## config.mk

```make
export PLATFORM = sky130hd
export DESIGN_NAME = vga_rx_timing
export DESIGN_NICKNAME = d
export VERILOG_FILES = /design/src/rtl/vga_timing_pkg.sv /design/src/rtl/vga_sync_edge.sv /design/src/rtl/vga_rx_timing.sv
export SDC_FILE = /design/constraint.sdc
export NUM_CORES = 1
export LEC_CHECK = 0
export CAP_MARGIN = 10
export CELL_PAD_IN_SITES_DETAIL_PLACEMENT = 0
export CELL_PAD_IN_SITES_GLOBAL_PLACEMENT = 1
export CORE_UTILIZATION = 40
export DETAILED_ROUTE_END_ITERATION = 8
export PLACE_DENSITY_LB_ADDON = 0.1
export SYNTH_ARGS = -nofsm -noshare
export SYNTH_HDL_FRONTEND = slang
export SYNTH_SLANG_ARGS = --single-unit
```

## constraint.sdc

```tcl
create_clock -name clk -period 6.8 [get_ports clk]
set_clock_uncertainty 0.2 [all_clocks]
set_input_delay 1.7 -clock clk [delete_from_list [all_inputs] [get_ports clk]]
set_output_delay 1.7 -clock clk [all_outputs]
set_load 0.03 [all_outputs]
```

## src/rtl/vga_timing_pkg.sv

```systemverilog
// Shared VGA timing constants and receiver FSM encoding.
package vga_timing_pkg;

  localparam int H_ACTIVE_NOM    = 640;
  localparam int H_SYNC_NOM      = 96;
  localparam int H_BP_NOM        = 48;
  localparam int H_TOTAL_NOM     = 800;
  localparam int V_ACTIVE_NOM    = 480;
  localparam int V_SYNC_NOM      = 2;
  localparam int V_BP_NOM        = 33;
  localparam int V_TOTAL_NOM     = 525;
  localparam logic SYNC_POL_NOM  = 1'b0;
  localparam int LOCK_FRAMES_NOM = 2;

  // Wide enough for a saturated horizontal count of 2*H_TOTAL.
  localparam int CNT_W = 12;

  typedef enum logic [1:0] {
    SEARCH = 2'd0,
    TRACK  = 2'd1,
    LOCKED = 2'd2
  } rx_state_t;

endpackage

```

## src/rtl/vga_sync_edge.sv

```systemverilog
// Sync input register: normalises polarity to asserted=1 and flags leading/trailing edges.
module vga_sync_edge
  import vga_timing_pkg::*;
#(
  parameter logic POL = SYNC_POL_NOM
) (
  input  logic clk,
  input  logic rst_n,
  input  logic sync_in,
  output logic asserted,
  output logic lead,
  output logic trail
);

  logic s_p0;
  logic s_p1;

  always_ff @(posedge clk or negedge rst_n) begin
    if (!rst_n) begin
      s_p0 <= 1'b0;
      s_p1 <= 1'b0;
    end else begin
      s_p0 <= (sync_in == POL);
      s_p1 <= s_p0;
    end
  end

  assign asserted = s_p0;
  assign lead     = s_p0 & ~s_p1;
  assign trail    = ~s_p0 & s_p1;

endmodule

```

## src/rtl/vga_rx_timing.sv

```systemverilog
// Receive-side VGA timing recovery: measures line/frame geometry, locks, emits pixel coordinates.
// Define VGA_RX_CRC_EN to add a per-frame CRC-16-CCITT of active pixels (frame_crc, crc_valid).
module vga_rx_timing
  import vga_timing_pkg::*;
#(
  parameter int   H_ACTIVE    = H_ACTIVE_NOM,
  parameter int   H_SYNC      = H_SYNC_NOM,
  parameter int   H_BP        = H_BP_NOM,
  parameter int   H_TOTAL     = H_TOTAL_NOM,
  parameter int   V_ACTIVE    = V_ACTIVE_NOM,
  parameter int   V_SYNC      = V_SYNC_NOM,
  parameter int   V_BP        = V_BP_NOM,
  parameter int   V_TOTAL     = V_TOTAL_NOM,
  parameter logic SYNC_POL    = SYNC_POL_NOM,
  parameter int   LOCK_FRAMES = LOCK_FRAMES_NOM
) (
  input  logic        clk,
  input  logic        rst_n,
  input  logic        hsync,
  input  logic        vsync,
  input  logic [2:0]  rgb,
  output logic        locked,
  output logic        de,
  output logic [9:0]  px_x,
  output logic [9:0]  px_y,
  output logic [2:0]  rgb_out,
  output logic        frame_start,
  output logic        h_err,
  output logic        v_err,
  output logic [7:0]  err_cnt
`ifdef VGA_RX_CRC_EN
  ,
  output logic [15:0] frame_crc,
  output logic        crc_valid
`endif
);

  localparam logic [CNT_W-1:0] ONE_C   = CNT_W'(1);
  localparam logic [CNT_W-1:0] HSAT_C  = CNT_W'(2 * H_TOTAL);
  localparam logic [CNT_W-1:0] HTOT_C  = CNT_W'(H_TOTAL);
  localparam logic [CNT_W-1:0] HSYNC_C = CNT_W'(H_SYNC);
  localparam logic [CNT_W-1:0] VTOT_C  = CNT_W'(V_TOTAL);
  localparam logic [CNT_W-1:0] VSYNC_C = CNT_W'(V_SYNC);
  localparam logic [CNT_W-1:0] X0_C    = CNT_W'(H_SYNC + H_BP);
  localparam logic [CNT_W-1:0] XEND_C  = CNT_W'(H_SYNC + H_BP + H_ACTIVE);
  localparam logic [CNT_W-1:0] Y0_C    = CNT_W'(V_SYNC + V_BP);
  localparam logic [CNT_W-1:0] YEND_C  = CNT_W'(V_SYNC + V_BP + V_ACTIVE);
  localparam logic [3:0]       LOCK_C  = 4'(LOCK_FRAMES);

  function automatic logic [CNT_W-1:0] sat_inc(input logic [CNT_W-1:0] v,
                                               input logic [CNT_W-1:0] lim);
    return (v >= lim) ? lim : v + ONE_C;
  endfunction

  function automatic logic [7:0] sat_inc8(input logic [7:0] v);
    return (v == 8'hFF) ? v : v + 8'd1;
  endfunction

  logic             hs_as, hs_lead, hs_trail;
  logic             vs_as, vs_lead, vs_trail;
  logic [2:0]       rgb_p0;
  logic [CNT_W-1:0] hcnt_q, vline_q, flen_q, vw_q;
  logic [CNT_W-1:0] hcnt_c, vline_c, flen_chk, hs_one;
  logic             h_seen_q, frame_bad_q;
  logic [3:0]       good_q;
  rx_state_t        state_q;
  logic             loss_c, herr_c, verr_c, bad_frame_c, de_c;

  // Stage 1: sample pins, normalise sync polarity, find edges
  vga_sync_edge #(.POL(SYNC_POL)) u_hs (
    .clk(clk), .rst_n(rst_n), .sync_in(hsync),
    .asserted(hs_as), .lead(hs_lead), .trail(hs_trail)
  );

  vga_sync_edge #(.POL(SYNC_POL)) u_vs (
    .clk(clk), .rst_n(rst_n), .sync_in(vsync),
    .asserted(vs_as), .lead(vs_lead), .trail(vs_trail)
  );

  always_ff @(posedge clk) begin
    rgb_p0 <= rgb;
  end

  assign hs_one = {{(CNT_W-1){1'b0}}, hs_lead};

  always_comb begin
    hcnt_c   = hs_lead ? '0 : sat_inc(hcnt_q, HSAT_C);
    vline_c  = vs_lead ? '0 : (hs_lead ? sat_inc(vline_q, '1) : vline_q);
    flen_chk = flen_q + hs_one;
    loss_c   = ~hs_lead & (hcnt_q == HSAT_C - ONE_C);
    herr_c   = loss_c
             | (h_seen_q & hs_lead  & (hcnt_q + ONE_C != HTOT_C))
             | (h_seen_q & hs_trail & (hcnt_q + ONE_C != HSYNC_C));
    verr_c   = (state_q != SEARCH)
             & ((vs_lead & (flen_chk != VTOT_C)) | (vs_trail & (vw_q != VSYNC_C)));
    bad_frame_c = frame_bad_q | herr_c | verr_c;
    de_c     = (state_q == LOCKED) & ~hs_as
             & (hcnt_c >= X0_C) & (hcnt_c < XEND_C)
             & (vline_c >= Y0_C) & (vline_c < YEND_C);
  end

  always_ff @(posedge clk or negedge rst_n) begin
    if (!rst_n) begin
      hcnt_q      <= '0;
      vline_q     <= '0;
      flen_q      <= '0;
      vw_q        <= '0;
      h_seen_q    <= 1'b0;
      frame_bad_q <= 1'b0;
    end else begin
      hcnt_q  <= hcnt_c;
      vline_q <= vline_c;
      if (vs_lead)      flen_q <= '0;
      else if (hs_lead) flen_q <= sat_inc(flen_q, '1);
      // vsync width counts line starts seen while vsync is asserted, including the one on its lead.
      if (vs_lead)              vw_q <= hs_one;
      else if (vs_as & hs_lead) vw_q <= sat_inc(vw_q, '1);
      if (loss_c)       h_seen_q <= 1'b0;
      else if (hs_lead) h_seen_q <= 1'b1;
      if (vs_lead)                frame_bad_q <= 1'b0;
      else if (herr_c | verr_c)   frame_bad_q <= 1'b1;
    end
  end

  always_ff @(posedge clk or negedge rst_n) begin
    if (!rst_n) begin
      state_q <= SEARCH;
      good_q  <= '0;
      locked  <= 1'b0;
    end else if (loss_c) begin
      state_q <= SEARCH;
      good_q  <= '0;
      locked  <= 1'b0;
    end else begin
      case (state_q)
        SEARCH: if (vs_lead) begin
          state_q <= TRACK;
          good_q  <= '0;
        end
        TRACK: if (vs_lead) begin
          if (bad_frame_c) begin
            good_q <= '0;
          end else if (good_q + 4'd1 == LOCK_C) begin
            state_q <= LOCKED;
            good_q  <= '0;
            locked  <= 1'b1;
          end else begin
            good_q <= good_q + 4'd1;
          end
        end
        LOCKED: if (herr_c | verr_c) begin
          state_q <= TRACK;
          good_q  <= '0;
          locked  <= 1'b0;
        end
        default: begin
          state_q <= SEARCH;
          good_q  <= '0;
          locked  <= 1'b0;
        end
      endcase
    end
  end

  // Stage 2: registered outputs
  always_ff @(posedge clk or negedge rst_n) begin
    if (!rst_n) begin
      de          <= 1'b0;
      px_x        <= '0;
      px_y        <= '0;
      rgb_out     <= '0;
      frame_start <= 1'b0;
      h_err       <= 1'b0;
      v_err       <= 1'b0;
      err_cnt     <= '0;
    end else begin
      de          <= de_c;
      px_x        <= de_c ? 10'(hcnt_c - X0_C) : '0;
      px_y        <= de_c ? 10'(vline_c - Y0_C) : '0;
      rgb_out     <= de_c ? rgb_p0 : '0;
      frame_start <= vs_lead;
      h_err       <= herr_c;
      v_err       <= verr_c;
      if (herr_c | verr_c) err_cnt <= sat_inc8(err_cnt);
    end
  end

`ifdef VGA_RX_CRC_EN
  function automatic logic [15:0] crc16_byte(input logic [15:0] c, input logic [7:0] d);
    logic [15:0] r;
    r = c;
    for (int i = 7; i >= 0; i--) begin
      r = (r[15] ^ d[i]) ? ({r[14:0], 1'b0} ^ 16'h1021) : {r[14:0], 1'b0};
    end
    return r;
  endfunction

  logic [15:0] crc_acc_q;

  always_ff @(posedge clk or negedge rst_n) begin
    if (!rst_n) begin
      crc_acc_q <= 16'hFFFF;
      frame_crc <= '0;
      crc_valid <= 1'b0;
    end else begin
      crc_valid <= vs_lead & (state_q != SEARCH) & ~bad_frame_c;
      if (vs_lead) begin
        frame_crc <= crc_acc_q;
        crc_acc_q <= 16'hFFFF;
      end else if (de_c) begin
        crc_acc_q <= crc16_byte(crc_acc_q, {5'd0, rgb_p0});
      end
    end
  end
`endif

endmodule

```

## Yosys cells after proc, flatten, opt, wreduce, memory -nomap -nowiden

Index checks and enable logic that the tools add are counted.

- Output and inout port bits: 36
- Bits in writable memories: 0
- Bits of input ports: 7
- Bits in read-only memories: 0
- Memories kept: 0
- Logic and storage cells: 134
- Bits in registers: 99
- Bits in latches: 0

- Mux-type cells: 38
- Equality and inequality tests: 15
- Div/mod/pow operators: 0
- Shifts and indexed selects: 0
- Add/subtract/negate cells: 9
- Bitwise gates (word level): 32
- $lt $le $gt $ge: 8
- Multiply operators: 0
- Reductions and logical operators: 10

Operators with widths:

| kind | count |
|---|---|
| 12-bit 2-to-1 mux | 11 |
| 12-bit by 1-bit adder with 12-bit output, second input constant | 4 |
| 12-bit greater-or-equal comparator, second input constant | 3 |
| 12-bit by 10-bit < comparator with 1-bit output, second input constant | 2 |
| 4-bit 2-to-1 mux | 6 |
| 12-bit by 10-bit inequality test with 1-bit output, second input constant | 2 |
| 10-bit 2-to-1 mux | 2 |
| 1-bit bitwise AND | 18 |
| 12-bit by 1-bit adder with 12-bit output | 1 |
| 12-bit by 11-bit equality test with 1-bit output, second input constant | 1 |
| 12-bit by 11-bit greater-or-equal comparator with 1-bit output, second input constant | 1 |
| 12-bit by 6-bit greater-or-equal comparator with 1-bit output, second input constant | 1 |
| 12-bit by 8-bit greater-or-equal comparator with 1-bit output, second input constant | 1 |
| 2-bit 2-to-1 mux | 6 |
| 12-bit by 2-bit inequality test with 1-bit output, second input constant | 1 |
| 12-bit by 7-bit inequality test with 1-bit output, second input constant | 1 |
| 3-bit inequality test, second input constant | 4 |
| 4-bit one-hot mux with 3 select lines | 1 |
| 5-bit AND reduction | 2 |
| 2-bit nonzero test | 5 |
| 10-bit by 6-bit subtractor with 10-bit output, second input constant | 1 |
| 10-bit by 8-bit subtractor with 10-bit output, second input constant | 1 |
| 1-bit 2-to-1 mux | 9 |
| 8-bit by 1-bit adder with 8-bit output, second input constant | 1 |
| other kinds (15) | 27 |

## Longest topological paths before layout

Gate-level depths: netlist (run 1).

- Depth in word-level cells: 12
- Mapped depth: 15
- Gate-level depth less buffers: 12

## By module

Synthesis (run 1) repeated with hierarchy kept, for this count alone.

- Cells, all modules: 564
- Area, all modules: 5516.5 µm²

Modules (own cells, without submodules):

| module | instances | area an instance (µm²) | sequential area each (µm²) | cells each |
|---|---|---|---|---|
| vga_rx_timing | 1 | 5378.9 | 2362.3 | 554 |
| vga_sync_edge | 2 | 68.8 | 50.0 | 5 |

## Worst setup path before layout (run 1)

OpenSTA, ideal clock, no wires.

- Path kind: register to register
- Start: reg u_hs.s_p0, in the netlist u_hs.asserted
- End: reg err_cnt[1]
- Cell stages (with the launch flop): 16
- Library setup time: 0.128 ns
- Path buffers: 3
- Period minus slack after synthesis: 3.411 ns
- Slack: 3.389 ns
- Arrival: 3.083 ns
- Data required time: 6.472 ns
- Path through: dfrtp_1 -> or2b_1 -> inv_1 -> buf_2 -> buf_1 -> ha_1 -> ha_1 -> nor4_1 -> nand4b_1 -> a221o_1 -> nor4_1 -> a31o_2 -> and2_1 -> buf_4 -> a21oi_1 -> mux2_1

- Cells in the longest elaborated chain, start to end: 8
- Elaborated cells on any way between the ends: 18
- Those cells by class: add/sub (1); eq/ne (1); bitwise (15); reduce/logical (1)

RTL lines:

| item | line | source |
|---|---|---|
| from (decl) | vga_sync_edge.sv:15 | `logic s_p0;` |
| from (signal assigned) | vga_sync_edge.sv:23 | `s_p0 <= (sync_in == POL);` |
| 1-bit bitwise AND | vga_sync_edge.sv:29 | `assign lead = s_p0 & ~s_p1;` |
| 12-bit by 1-bit adder with 12-bit output | vga_rx_timing.sv:89 | `flen_chk = flen_q + hs_one;` |
| 12-bit by 10-bit inequality test with 1-bit output | vga_rx_timing.sv:95 | `& ((vs_lead & (flen_chk != VTOT_C)) \| (vs_trail & (vw_q != VSYNC_C)));` |
| 1-bit bitwise AND | vga_rx_timing.sv:95 |  |
| 1-bit bitwise OR | vga_rx_timing.sv:95 |  |
| 1-bit bitwise AND | vga_rx_timing.sv:95 |  |
| 1-bit bitwise OR * | vga_rx_timing.sv:184 | `if (herr_c \| verr_c) err_cnt <= sat_inc8(err_cnt);` |
| 2-bit AND reduction (no line) * | -- |  |
| to (signal assigned) | vga_rx_timing.sv:184 |  |
| to (decl) | vga_rx_timing.sv:30 | `output logic [7:0] err_cnt` |

Mark *: on every way between the ends. The rest lies on a longest branch, timed or not.
A chain may end at the register's enable or synchronous reset.

## Final worst setup path (run 1)

Same ends and word-level chain as after synthesis.

==> reports/metrics.cfg, run 1 <==
[placed_design]
place_congestion=0.8334
dp_cells=741
portBuffers=42
dp_hpwl_mm=8.184

[floorplanning]
die_height_um=117.3
die_area_um2=13770
num_rows=41
start_util_pct=41.66
fp.coreArea_um2=12770
io_pins=43
die_w_um=117.3

[sta]
finalCriticalPeriod_ns=4.020
fin_setup_tns_ns=0
slew_violations=0
hold_viol=0
post-route-period-util_pct=59.12
setup_viol=0
hold_ws_ns=0.2024
rsz0062_at_grt=no
max-slew-margin-rel_pct=46.49
fmax_ghz=0.2488
worstMarginPinSlew_ns=0.7978

[flow_run]
maxCapViolations=0

[power]
ir_drop_v=0.0001098
power_leakage_nw=2.561
power_density_nw_per_um2=237.2

[synth]
netlist_instances=548
ys_dominant_reg_cell=dfrtp_1
ys_seq_area_share_pct=46.27
synth.ff_latch_count=99
synthDistinctLibCells=77
synth-edff-count=0
yosysWarnings=0
synth_nets=569
syn_area_um2=5321
async_reset_ff_share_pct=96.97
syn_avg_cell_area_um2=9.711

[route]
via_per_inst=5.536
drtPass1Iterations=5
totalWireLength_mm=11.82
wl_per_cell_um=15.61
num_vias=4191
route.detailed.drc=0
antenna_left=0
drtIter0Drc=356

[run_status]
status=complete, no violations

[grt]
grt_overflow=0
grt_pass1_wl_mm=20.47
grt_max_degree=50
antenna_found_initial=0
grt_pass1_vias=4152
track_usage_pct=18.33

[finish]
final_common_cell=dfrtp_1
stdcell_count=757
nets=601
num_antenna_cells=0
syn_to_final_growth_pct=15.64
drive_gt1_share_pct=9.402
mostFrequentLayoutCells=dfrtp_1 (96), nor2_1 (50), clkdlybuf4s50_1 (41)

[worst_setup_path]
path_class=reg2reg
worstPathRequired_ns=6.83
crit_path_end_kind=flip-flop
startpoint_type=flip-flop
crit_arrival_ns=4.05
critPathMaxFanout=20

[clock_network]
clock-sinks=99
clk_path_buf_depth=2
root_buffer=clkbuf_16
cts_resized=0
cts-buffers-inserted=9
htreeDepth=3
path_clk_slew_ns=0.07
clk_latency_ns=0.35
hold_buffers=0
cts_tree=done
postCtsSetupRepairBufs=0

[min_path]
hp-class=reg2reg

## stage by stage
stage	setup WS, ns	total power [W]	utilization, %	cell area, um^2
2_1_floorplan	3.389	0.0008455	-	5321
3_3_place_gp	2.811	0.0009438	45.83	5854
3_5_place_dp	2.748	0.0009476	45.83	5854
4_1_cts	2.744	0.001484	48.17	6153
5_1_grt	2.431	0.001537	48.17	6153
6_report	2.780	0.001460	48.17	6153
## cells in the mapped netlist (3+ instances only)
cell / count / area share, %
nand3_1: 22 / 2.1
a211oi_1: 9 / 1.3
clkbuf_1: 15 / 1.1
nor4_1: 6 / 0.71
and3_1: 16 / 1.9
buf_6: 3 / 0.63
nor2_2: 7 / 0.82
or2_2: 3 / 0.35
xor2_1: 12 / 2.0
dfrtp_1: 96 / 45
or3_1: 8 / 0.94
mux2i_1: 3 / 0.56
dfxtp_1: 3 / 1.1
ha_1: 14 / 3.3
nor2_1: 50 / 3.5
nor2b_1: 6 / 0.71
o21ai_0: 22 / 2.1
nor3_1: 24 / 2.3
a31oi_1: 16 / 1.9
inv_1: 30 / 2.1
nand2_1: 29 / 2.0
a311oi_1: 11 / 1.8
nand2b_1: 8 / 0.94
xnor2_1: 18 / 3.0
and2_1: 5 / 0.59
and4_1: 4 / 0.66
nand4_1: 10 / 1.2
a21oi_1: 36 / 3.4
## where the power goes
group          internal (W)  total (W)  switching [W]  leakage, nW
clock              0.000290   0.000525       0.000235        0.148
combinational      0.000104   0.000260       0.000156         1.11
sequential         0.000628   0.000675      0.0000467         1.30
## flip-flops by register name (all words and copies together), names as in the netlist, 2 cells and up
name     flops
err_cnt      8
flen_q      12
good_q       4
hcnt_q      12
px_x        10
px_y        10
rgb_out      3
rgb_p0       3
state_q      2
vline_q     12
vw_q        12
## final cells by class
cell class / count / area [um^2]
fill: 1155 / 6620
multi-input combinational: 395 / 2624
tap: 172 / 215.2
inverter: 30 / 112.6
timing repair buffer: 45 / 440.4
sequential: 99 / 2462
clock buffer: 10 / 229.0
clock inverter: 6 / 70.07
## path summary, 6_finish.rpt
| path | startpoint | endpoint | slack, ns | cells past startpoint |
|---|---|---|---|---|
| max | u_hs.asserted | err_cnt[1] | 2.78 | 12 |
| min | rgb_p0[2] | rgb_out[2] | 0.20 | 2 |
| max reg2reg | u_hs.asserted | err_cnt[1] | 2.78 | 12 |
| min reg2reg | rgb_p0[2] | rgb_out[2] | 0.20 | 2 |
| max in group asynchronous | rst_n | vline_q[4] | 4.16 | 2 |
| min in group asynchronous | rst_n | vw_q[11] | 1.17 | 1 |
## worst max-delay path, stage by stage, from the launching register on
cell and delay (ns):
dfrtp_1 0.43, or2b_1 0.48, inv_1 0.41, ha_1 0.34, ha_1 0.28, nor4_1 0.18, nand4b_1 0.12, a221o_1 0.26
nor4_1 0.17, a31o_2 0.23, and2_1 0.34, a21oi_1 0.12, mux2_1 0.33
## per-layer routing
layer  wire [um]  GRT usage (%)
met2        5293          27.55
met1        5669          25.27
met4         227          7.955
met5           0              0
met3         628          4.037
## cells by family after synthesis
logic type	Yosys count	share of synthesized area [%]
AND/OR/NAND/NOR	220	22.55
AO/OA/AOI/OAI	122	16.53
flip-flops	99	46.27
buffers and inverters	54	4.420
XOR/XNOR	31	5.243
adder cells (fa/ha/maj)	14	3.292
multiplexers	7	1.622
other	1	0.07047
Power figures use the tool's default switching activity.
==> inputs of run 2 (changes only) <==
- clock period: 6.8 -> 3.4 ns (I/O delays scaled with it)
==> run 2 against run 1 <==
Die area is the same. Non-clock buffer count increased by 19. Fmax up 27%. Global-route usage is 1.1 points higher. Clock power rose by 100%. Cell count up 2.5%. Core utilization rose by 1.6 points. Cell area rose by 3.4%. Combinational power increased by 110%. Largest power group unchanged. Highest routed layer unchanged.
==> reports/metrics.cfg, run 2 (same netlist as run 1, synthesis figures left out) <==
[worst_setup_path]
path_class=reg2reg  ; unchanged
critPathSlowestCell=and4b_1  ; was or2b_1
crit_path_end_kind=flip-flop  ; unchanged
r2r_slack_ns=0.23  ; was 2.78 ns
path_delay_family=simple AND/OR/NAND/NOR gates  ; unchanged
startpoint_type=flip-flop  ; unchanged
crit_chain=ha_1 > and4b_1 > nand4_4 > mux2i_4 > nor2_2 > or3b_4 > o41ai_4 > o311ai_4 > buf_12 > nor3_1  ; was or2b_1 > inv_1 > ha_1 > ha_1 > nor4_1 > nand4b_1 > a221o_1 > nor4_1 > a31o_2 > and2_1 > a21oi_1 > mux2_1
worstPathRequired_ns=3.47  ; was 6.83 ns
cpPeakStageDelay_ns=0.48  ; about the same
reg2reg_from=vline_q[0]  ; was u_hs.asserted
path_buf_inv=1  ; unchanged
crit_arrival_ns=3.24  ; was 4.05 ns
worst_r2r_path_depth=10  ; was 12
timing.rr.end=px_x[0]  ; was err_cnt[1]
critPathMaxFanout=23  ; was 20

[power]
power_leakage_nw=2.666  ; was 2.561 nW
power_density_nw_per_um2=462.0  ; was 237.2 nW/um^2
p_switching_w=0.0008683  ; was 0.0004378 W
ir_drop_v=0.0002858  ; was 0.0001098 V
p_sw_share_pct=29.55  ; was 30.00%
pwr-share-clk_pct=35.7  ; was 36.0%
combPwrFrac_pct=18.5  ; was 17.8%
p_int_w=0.002070  ; was 0.001022 W
seq_power_share_pct=45.8  ; was 46.2%

[floorplanning]
die_w_um=117.3  ; unchanged
die_height_um=117.3  ; unchanged
io_pins=43  ; unchanged
die_area_um2=13770  ; unchanged
num_rows=41  ; unchanged
fp.coreArea_um2=12770  ; unchanged
start_util_pct=41.66  ; unchanged

[run_status]
status=complete, no violations  ; unchanged

[clock_network]
clock-sinks=99  ; unchanged
postCtsSetupRepairBufs=0  ; unchanged
htreeDepth=3  ; unchanged
clk_latency_ns=0.35  ; about the same
path_clk_slew_ns=0.07  ; about the same
root_buffer=clkbuf_16  ; unchanged
clk_path_buf_depth=2  ; unchanged
cts-buffers-inserted=9  ; unchanged
cts_tree=done  ; unchanged

[min_path]
whs_endpoint=rgb_out[1]  ; was rgb_out[2]
min_from=rgb_p0[1]  ; was rgb_p0[2]
min_path_cells=2  ; unchanged
hp-class=reg2reg  ; unchanged

[sta]
rsz0062_at_grt=no  ; unchanged
max-slew-margin-rel_pct=50.48  ; was 46.49%
post-route-period-util_pct=93.23  ; was 59.12%
fmax_ghz=0.3155  ; was 0.2488 GHz
setup_viol=0  ; unchanged
finalCriticalPeriod_ns=3.170  ; was 4.020 ns
worstMarginPinSlew_ns=0.7240  ; was 0.7978 ns
hold_viol=0  ; unchanged
hold_ws_ns=0.2077  ; was 0.2024 ns
slew_violations=0  ; unchanged
fin_setup_tns_ns=0  ; unchanged

[finish]
num_antenna_cells=0  ; unchanged
drive_gt1_share_pct=14.07  ; was 9.402%
mostFrequentLayoutCells=dfrtp_1 (95), nor2_1 (48), clkdlybuf4s50_1 (41)  ; was dfrtp_1 (96), nor2_1 (50), clkdlybuf4s50_1 (41)
final_common_cell=dfrtp_1  ; unchanged
multiInputGateArea_um2=2673  ; was 2624 um^2
syn_to_final_growth_pct=19.54  ; was 15.64%
seq_area_um2=2464  ; was 2462 um^2
fill_cells=1208  ; was 1155
nets=620  ; was 601

[route]
totalWireLength_mm=12.26  ; was 11.82 mm
wl_per_cell_um=15.80  ; was 15.61 um
drtIter0Drc=302  ; was 356
route.detailed.drc=0  ; unchanged
via_per_inst=5.396  ; was 5.536
num_vias=4187  ; was 4191
drtPass1Iterations=4  ; was 5
antenna_left=0  ; unchanged

[grt]
grt_pass1_vias=4232  ; was 4152
track_usage_pct=19.47  ; was 18.33%
grt_pass1_wl_mm=21.53  ; was 20.47 mm
antenna_found_initial=0  ; unchanged
grt_max_degree=38  ; was 50
grt_overflow=0  ; unchanged

[placed_design]
place_congestion=0.7919  ; was 0.8334
portBuffers=42  ; unchanged
dp_hpwl_mm=8.608  ; was 8.184 mm

[flow_run]
maxCapViolations=0  ; unchanged

==> run 2: power groups by stage <==
stage | combinational [W] | clock [W] | sequential, W
finish | 0.000543 | 0.00105 | 0.00135
global route | 0.000600 | 0.00113 | 0.00136
CTS | 0.000545 | 0.00109 | 0.00135
detailed placement | 0.000542 | 0 | 0.00137
global placement | 0.000542 | 0 | 0.00137
floorplan | 0.000241 | 0 | 0.00145
==> run 2: worst max-delay path by stage <==
stage / from / endpoint / slack (ns) / cells after the start
2_1_floorplan: u_hs.asserted / err_cnt[1] / 0.11 / 15
6_report: vline_q[0] / px_x[0] / 0.23 / 10
4_1_cts: hcnt_q[0] / locked / 0.003 / 9
3_5_place_dp: hcnt_q[0] / locked / 0.04 / 9
5_1_grt: vline_q[0] / px_x[0] / 0.04 / 10
3_3_place_gp: hcnt_q[0] / locked / 0.12 / 9
==> run 2: metal layers <==
layer  global-route usage (%)  part of all wire [%]  wire, um  vias to the layer above
met1                    27.10                    49      6047                     2028
met3                    5.302                   4.2       516                       11
met2                    29.25                    45      5554                       72
met4                    6.169                   1.2       144                        0
li1                         -                     -         -                     2076
met5                        0                     0         0                        -
==> run 2: tightest hold or removal path, delay by kind of cell (launching register included) <==
family,cells,cell delay [ns]
buffers and inverters,1,0.04
DFF,1,0.30
and+or+nand+nor,1,0.04
==> run 2: layout make-up <==
cell class	instances	area share (%)
Sequential cell	99	38.73
Multi-Input combinational cell	395	42.01
Inverter	30	1.770
Tap cell	172	3.383
Clock inverter	6	0.9835
Timing Repair Buffer	64	9.363
Clock buffer	10	3.757
==> run 2: what timing repair did <==
action,CTS,global route
resized for setup,0,13
hold buffers,0,0
setup endpoints to repair,0,40
==> run 2: per-stage QoR <==
stage / cell area, um^2 / setup WS (ns) / util (%) / std cells / power (W)
after floorplan: 5323 / 0.1110 / - / 548 / 0.001691
after global placement: 6010 / 0.1188 / 47.05 / 760 / 0.001908
after detailed placement: 6010 / 0.04488 / 47.05 / 760 / 0.001911
after CTS: 6311 / 0.003300 / 49.41 / 776 / 0.002980
after global routing: 6361 / 0.03536 / 49.80 / 776 / 0.003090
final: 6361 / 0.2301 / 49.80 / 776 / 0.002939
==> inputs of run 3 (changes only) <==
- ABC_CLOCK_PERIOD_IN_PS: unset -> 3400
==> results of run 3 <==
No change in the layout: final DEF, timing and power equal those of run 2.
==> RTL edit: new RTL, flow settings as in run 1 <==
`SYNC_POL_NOM`: 1'b0 -> 1'b1.
--- a/src/rtl/vga_timing_pkg.sv
+++ b/src/rtl/vga_timing_pkg.sv
@@ -9,7 +9,7 @@
   localparam int V_SYNC_NOM      = 2;
   localparam int V_BP_NOM        = 33;
   localparam int V_TOTAL_NOM     = 525;
-  localparam logic SYNC_POL_NOM  = 1'b0;
+  localparam logic SYNC_POL_NOM  = 1'b1;
   localparam int LOCK_FRAMES_NOM = 2;
 
   // Wide enough for a saturated horizontal count of 2*H_TOTAL.
Behaviour: not the same (a bounded check fails within 4 cycles, from zero or initial values and one cycle with rst_n low).
==> RTL edit against run 1 <==
- area after synthesis shrank 4.6%
- clock power grew 14%
- power grew 3.6%
- wire length shrank 5.7%
- cell area shrank 2.7%
- setup slack lost 0.19 ns
- sequential cell count is the same
- fmax shrank 4.4%
- critical endpoint is now good_q[1]
- largest power group unchanged
==> RTL edit: results (changes against run 1) <==
Run status
  • Status: complete, no violations

Power
  • Seq power: 0.000668 W (-1%)
  • Worst VDD drop: 0.000164 V (+49%)
  • Leak pwr: 2.52 nW (-1.8%)
  • Switching power: 0.000413 W (-5.7%)
  • Clock share of power: 39.6% (+3.6 points)

Worst setup path
  • Flop-to-flop setup slack: 2.59 ns (-0.19 ns)
  • CP max FO: 21 (+5.0%)
  • Family with the most delay on the worst path: simple AND/OR/NAND/NOR gates
  • Crit. End Element: flop
  • RR Endpoint: good_q[1]
  • Slowest CP cell: or4_4
  • Worst path max stage delay: 0.58 ns (+0.10 ns)
  • Reg2reg path depth: 11 (-1)
  • Crit start category: flop

Placed design
  • Port bufs: 42 (unchanged)
  • Dpl cells: 722 (-2.6%)
  • RePlAce Congestion: 0.784 (-5.9%)
  • DP HPWL: 7670 um (-6.3%)

GRT
  • Total global-route track usage: 18.7% (+0.33 points)
  • Pin count of the biggest net entering global routing: 57 (+14%)
  • M1 GR Usage: 26.3% (+0.99 points)
  • Initial antenna violation count: 0 (unchanged)
  • Met2 Use GR: 29.1% (+1.5 points)
  • Vias in the first global route: 3874 (-6.7%)
  • Global-route wire length before repair: 19300 um (-5.8%)
  • Global-route met3 utilization: 2.54% (-1.5 points)

Clocking
  • CTS Buf Count: 9 (unchanged)
  • Clk slew on worst S/H paths: 0.07 ns (about the same)
  • Post-CTS resize count: 0 (unchanged)
  • CTS max path bufs: 2 (unchanged)
  • Clock root buffer: clkbuf_16

Logic synthesis
  • Post-synth top flop: dfrtp_1
  • Async SR Flop Fraction: 97.0% (unchanged)
  • Seq/Total Area, Yosys: 48.5% (+2.2 points)
  • Synthesized net count: 551 (-3.2%)
  • Unique masters post-synth: 68 (-12%)
  • Synth top area cells: dfrtp_1, nor2_1, xnor2_1, ha_1, a21oi_1
  • Synthesized instance count: 530 (-3.3%)
  • Synth cell count leaders: dfrtp_1, nor2_1, nand2_1
  • Yosys warns: 0 (unchanged)

Min path
  • Hold Crit Start: rgb_p0[0]
  • Worst Hold Class: flop to flop
  • Endpoint, Worst Hold: rgb_out[0]

Detailed routing
  • Routed len/inst: 15.1 um (-3.3%)
  • First-pass iteration count of the detailed router: 5 (unchanged)
  • Total number of vias: 4063 (-3.1%)
  • DRT iter0 DRCs: 220 (-38%)

Layout
  • Antenna diode count: 0 (unchanged)
  • Ratio of cells with drive above 1 in the final layout: 6.49% (-2.9 points)
  • Final net count: 586 (-2.5%)
  • Final Instance Count excl. Fillers: 738 (-2.5%)

Timing
  • Slew HR: 38.2% (-8.3 points)
## RTL edit: cell types whose count changed after synthesis, moves of 5 or more
cell	run 1	this run
a21oi_1	36	29
inv_1	30	22
nor4_1	6	12
a311oi_1	11	5
nor2_2	7	0
xor2_1	12	7
nand3b_1	2	7
nor2_1	50	61
## RTL edit: layout make-up
| type | count | area, um2 |
|---|---|---|
| clock buffer | 10 | 239 |
| clock inverter | 6 | 113 |
| fill | 1192 | 6220 |
| inverter | 24 | 90.1 |
| multi-input combinational | 386 | 2430 |
| sequential | 99 | 2460 |
| tap | 168 | 210 |
| timing repair buffer | 45 | 440 |
## RTL edit: per-stage QoR
step           utilization (%)  instance area [um2]  hold WS, ns  setup slack (ns)  total power [W]
2_1_floorplan                -                 5080        0.188              3.06         0.000830
3_3_place_gp              46.1                 5640        0.190              2.67         0.000923
3_5_place_dp              46.1                 5640        0.197              2.58         0.000926
4_1_cts                   49.0                 5990        0.206              2.56          0.00153
5_1_grt                   49.0                 5990        0.224              2.16          0.00159
6_report                  49.0                 5990        0.203              2.59          0.00151
## RTL edit: logic make-up (layout without fill, tap and decap cells)
logic type               count (synthesis)  after routing  share of synthesized area (%)
flip-flops                              99             99                           48.5
multiplexers                             5              5                           1.04
adder cells (fa/ha/maj)                 14             14                           3.45
XOR/XNOR                                28             28                           4.83
other                                    1              1                         0.0739
AND/OR/NAND/NOR                        230            230                           24.5
AO/OA/AOI/OAI                          108            108                           14.0
buffers and inverters                   45             85                           3.57
## RTL edit: routing by layer
layer  wire (um)  vias to the layer above
met2        5170                       78
met3         362                       11
met4         170                        0
li1            -                     1983
met1        5450                     1991
met5           0                        -
## RTL edit: tightest hold or removal path: stages, from the launching register on
cell	delay, ns
dfxtp_1	0.30
inv_1	0.04
nor2_1	0.03
